===== src/rtl/fetch_unit.sv =====
// fetch_unit: instruction fetch stage. It issues sequential fetches, buffers
// in-order responses in a small prefetch FIFO, handles redirects, and
// injects NOP bubbles (32'h0) when no instruction is ready.
// Ports:
//   clk, rst (async, active-low)
//   imem_req_valid_o/imem_req_ready_i/imem_addr_o : fetch request channel
//   imem_rsp_valid_i/imem_rsp_data_i               : in-order response channel
//   stall_i, pc_sel_i, target_i                    : hold / redirect from control
//   inst_o, pc_o, pc4_o                            : decode-facing outputs
module fetch_unit #(
    parameter logic [31:0] RESET_PC        = 32'h0000_0000,
    parameter int          FIFO_DEPTH      = 2,
    parameter int          MAX_OUTSTANDING = 2
) (
    input  logic        clk,
    input  logic        rst,
    output logic        imem_req_valid_o,
    input  logic        imem_req_ready_i,
    output logic [31:0] imem_addr_o,
    input  logic        imem_rsp_valid_i,
    input  logic [31:0] imem_rsp_data_i,
    input  logic        stall_i,
    input  logic        pc_sel_i,
    input  logic [31:0] target_i,
    output logic [31:0] inst_o,
    output logic [31:0] pc_o,
    output logic [31:0] pc4_o
);

    localparam int CW = $clog2(MAX_OUTSTANDING + 1);
    localparam int FW = $clog2(FIFO_DEPTH + 1);
    localparam int PW = (FIFO_DEPTH > 1) ? $clog2(FIFO_DEPTH) : 1;

    logic [31:0]   fetch_pc;
    logic [31:0]   rsp_pc;
    logic [CW-1:0] outstanding;
    logic [CW-1:0] outstanding_nxt;
    logic [CW-1:0] drop;
    logic [FW-1:0] fifo_count;
    logic [PW-1:0] head;
    logic [PW-1:0] tail;
    logic [31:0]   fifo_inst [FIFO_DEPTH];
    logic [31:0]   fifo_pc   [FIFO_DEPTH];
    logic [31:0]   target_al;
    logic          accept;
    logic          rsp_take;
    logic          push;
    logic          pop;

    function automatic logic [PW-1:0] ptr_inc(input logic [PW-1:0] p);
        if (32'(p) == 32'(FIFO_DEPTH - 1)) begin
            return '0;
        end
        return p + 1'b1;
    endfunction

    assign target_al = {target_i[31:2], 2'b00};

    // Counting outstanding requests against the FIFO guarantees every
    // kept response finds a free slot.
    assign imem_req_valid_o = rst && !pc_sel_i
        && (32'(outstanding) < 32'(MAX_OUTSTANDING))
        && (32'(outstanding) + 32'(fifo_count) < 32'(FIFO_DEPTH));
    assign imem_addr_o = fetch_pc;

    assign accept   = imem_req_valid_o && imem_req_ready_i;
    assign rsp_take = imem_rsp_valid_i && (outstanding != '0);
    assign push     = rsp_take && (drop == '0);
    assign pop      = !pc_sel_i && !stall_i && (fifo_count != '0);

    assign outstanding_nxt = outstanding + CW'(accept) - CW'(rsp_take);
    assign pc4_o = pc_o + 32'd4;

    always_ff @(posedge clk or negedge rst) begin
        if (!rst) begin
            fetch_pc    <= RESET_PC;
            rsp_pc      <= RESET_PC;
            outstanding <= '0;
            drop        <= '0;
            fifo_count  <= '0;
            head        <= '0;
            tail        <= '0;
            inst_o      <= '0;
            pc_o        <= RESET_PC;
        end else begin
            outstanding <= outstanding_nxt;
            if (pc_sel_i) begin
                // Everything still in flight belongs to the old path.
                fetch_pc   <= target_al;
                rsp_pc     <= target_al;
                drop       <= outstanding_nxt;
                fifo_count <= '0;
                head       <= '0;
                tail       <= '0;
                inst_o     <= '0;
                pc_o       <= target_al;
            end else begin
                if (accept) begin
                    fetch_pc <= fetch_pc + 32'd4;
                end
                if (rsp_take && (drop != '0)) begin
                    drop <= drop - 1'b1;
                end
                if (push) begin
                    tail   <= ptr_inc(tail);
                    rsp_pc <= rsp_pc + 32'd4;
                end
                if (pop) begin
                    head <= ptr_inc(head);
                end
                fifo_count <= fifo_count + FW'(push) - FW'(pop);
                if (!stall_i) begin
                    if (fifo_count != '0) begin
                        inst_o <= fifo_inst[head];
                        pc_o   <= fifo_pc[head];
                    end else begin
                        inst_o <= '0;
                    end
                end
            end
        end
    end

    always_ff @(posedge clk) begin
        if (push) begin
            fifo_inst[tail] <= imem_rsp_data_i;
            fifo_pc[tail]   <= rsp_pc;
        end
    end

    always @(posedge clk) begin
        if (rst && imem_rsp_valid_i) begin
            assert (outstanding != '0);
        end
    end

endmodule


===== config.mk =====
export PLATFORM = sky130hd
export DESIGN_NAME = fetch_unit
export DESIGN_NICKNAME = d
export VERILOG_FILES = /design/src/rtl/fetch_unit.sv
export SDC_FILE = /design/constraint.sdc
export NUM_CORES = 1
export LEC_CHECK = 0
export ABC_AREA = 1
export CAP_MARGIN = 40
export CORE_MARGIN = 2
export CORE_UTILIZATION = 54
export DETAILED_ROUTE_END_ITERATION = 10
export PLACE_DENSITY_LB_ADDON = 0.12
export SLEW_MARGIN = 25
export SYNTH_ARGS = -nofsm -noshare
export SYNTH_HDL_FRONTEND = slang
export SYNTH_SLANG_ARGS = --single-unit

===== constraint.sdc =====
create_clock -name clk -period 4.2 [get_ports clk]
set_input_delay 0.63 -clock clk [delete_from_list [all_inputs] [get_ports clk]]
set_output_delay 0.63 -clock clk [all_outputs]
set_load 0.005 [all_outputs]

==> out/qor.yml <==
use_met1_pct: 37.6
areaGrowthSynthToFinish_pct: 25.6
start_util_pct: 54.6
placed_area_mm2: 0.0145
clkLatencyLatePin_ps: 520
cts_resized: 0
routed_wl_um: 32700
clock_skew_ps: 8.34
layout-drive-gt1-share_pct: 6.64
vias_per_cell: 5.54
finalCritPeriodShare_pct: 77.5
cts_root_buf: "clkbuf_16"
yosysSeqAreaShare_pct: 57.2
yosys.area_share.simple_pct: 22.1
cts_tree: "yes"
clock_path_buffers: 3
total_power_mw: 7.67
first_pass_iters: 5
critical_path.startpoint_type: "register"
yosys.area_share.adder_pct: 0.981
reg2reg_to: "drop[1]"
crit_path_max_fanout: 5
synthTopCellsByCount: "283 x nand2_1, 137 x nor2_1, 131 x dfrtp_1, 124 x edfxtp_1, 115 x inv_1"
grt_pass1_wl_um: 51400
netlist_area_mm2: 0.0122
synth_seq_cells: 255
fin_nets: 1551
max_freq_ghz: 0.307
synth.area.mux_share_pct: 3.76
gr-total-overflow: 0
synth_top_cell_area_share_pct: 30.4
synthArstFlopShare_pct: 51.4
min_path_type: "input port to asynchronous set/reset pin"
synth_edf_count: 124
cts_hold_buf: 0
vias: 9850
design_area_mm2: 0.0154
stdcell_count: 1777
rows: 55
synth_cells: 1276
top_usage_layer: "met2"
status: "finished clean"
ys_types: 43
slew_headroom_pct: 62.3
cts.clk_slew.worst_paths_ps: 60
hpwl_um: 23300
hold_viol_final: 0
synthTopCellsByArea: "edfxtp_1 30%, dfrtp_1 27%, nand2_1 8.7%, nand3_1 4.5%, nor2_1 4.2%"
place_congestion: 0.948
critical_path_class: "register to output pin"
dieArea_mm2: 0.0239
r2r_start: "outstanding[0]"
met3_usage_pct: 4.06
syn_avg_cell_area_um2: 9.59
grt_max_degree: 46
top_level_ports: 199
drt_iter0_markers: 720
yosysTopAreaCell: "edfxtp_1"
antenna_cells: 0
synth_compound_gate_area_share_pct: 6.91
grtUsageMet2_pct: 45.4
critPathArrivalTime_ps: 2620
peakVddDrop_mv: 0.370
cts_buffers: 26
synthFlopType: "dfrtp_1"
htreeDepth: 1
r2r_cells: 12
io_buffers: 194
antenna_found_initial: 0
period_needed_ps: 3250
synth_most_common_cell: "nand2_1"
post_cts_buffers: 0
tightest_slew_ps: 562
finish.utilization_pct: 68.5
fin_tns_setup_ps: 0
ant_nets: 0
end_kind: "output pin"
n_fill_cell: 1790
setup_viol: 0
synth_top_family_by_area: "simple AND/OR/NAND/NOR gates"
grt_use_total_pct: 27.6
p_leak_nw: 6.17
synth_warnings: 0
worstPathRequired_ps: 3570
grt_pass1_vias: 9422
drv_cap: 0
power_density_mw_per_mm2: 498
rsz0062_at_grt: "no"
dp.cells: 1726
drc: 0
core_area_mm2: 0.0224
r2r_slack_ps: 1350
synthXorXnorAreaFrac_pct: 3.43
maxSlewViolCount: 0
dieHeight_um: 155
wl_per_cell_um: 18.4
die_x_um: 155
numClockSinks: 255
## flip-flops by register name, summed over array words and instances (netlist names)
name,count
inst_o,32
rsp_pc,30
tail,1
fifo_pc,60
outstanding,2
fifo_count,2
head,1
fifo_inst,64
drop,2
imem_addr_o,30
pc_o,31
## cell families (layout without fill, tap and decap cells)
kind of cell    Yosys count  count (layout)
fa+ha+maj                 9               9
other cells               1               2
simple gates            610             610
mux                      46              46
flops                   255             255
buf+inv                 166             381
compound gates          141             141
xor+xnor                 48              48
## placed cells by master, fill, tap and decap left out, types with 4 or more instances in the layout
cell type,netlist,routed
a21oi_1,8,8
a31oi_1,13,13
buf_12,0,5
buf_4,9,9
clkbuf_1,12,10
clkbuf_16,0,27
clkdlybuf4s50_1,0,192
clkinv_1,0,4
dfrtp_1,131,130
edfxtp_1,124,124
ha_1,8,8
inv_1,115,115
inv_2,7,7
mux2i_1,46,46
nand2_1,283,283
nand2_2,7,7
nand3_1,111,111
nand3_2,5,5
nand4_1,14,14
nor2_1,137,135
nor2_2,8,8
nor2_4,7,9
nor3_1,25,25
nor3_2,4,4
o211ai_1,13,13
o21ai_0,77,77
o21ai_1,4,4
o221ai_1,17,17
xnor2_1,7,7
xor2_1,41,41
## cell type report
type	instances	area (µm²)	share of cell area [%]
Multi-Input combinational cell	856	4570	29.7
Clock buffer	38	727	4.73
Clock inverter	10	77.6	0.504
Sequential cell	255	7000	45.5
Inverter	122	458	2.98
Tap cell	285	357	2.32
Timing Repair Buffer	211	2190	14.2
## power by group
group          internal (mW)  switching [mW]
logic                  0.936            1.03
registers               3.10           0.421
clock network           1.26           0.916
## layer usage
| layer | wire, µm | vias up |
|---|---|---|
| met2 | 15300 | 412 |
| met1 | 13700 | 4666 |
| li1 | - | 4694 |
| met5 | 0 | - |
| met3 | 2540 | 78 |
| met4 | 1190 | 0 |
## critical path, stage by stage, from the launching register on
cell             delay [ps]
dfrtp_1                 460
ha_1                    240
inv_1                   110
nor3_4                  250
inv_1                   110
nor2_1                  200
nand2_1                  90
xor2_1                  130
clkdlybuf4s50_1         510
## how the worst max path moves through the flow
stage                                start         endpoint  slack [ps]  depth (start not counted)
after floorplan           imem_rsp_valid_i  fifo_inst[0][0]         260                          4
after global placement             stall_i         pc_o[28]        1320                          7
after detailed placement           stall_i         pc_o[17]        1270                          7
after CTS                          pc_o[2]        pc4_o[30]         910                          8
after global routing               pc_o[2]        pc4_o[30]         740                          8
final                              pc_o[2]        pc4_o[30]         950                          8
## per-stage QoR
| step | hold WS (ps) | worst slack (ps) |
|---|---|---|
| 5_1_grt | 108 | 745 |
| 6_report | 91.9 | 946 |
| 4_1_cts | 92.6 | 911 |
| 3_3_place_gp | 491 | 1320 |
| 2_1_floorplan | 334 | 259 |
| 3_5_place_dp | 504 | 1270 |
Power figures use the tool's default switching activity.
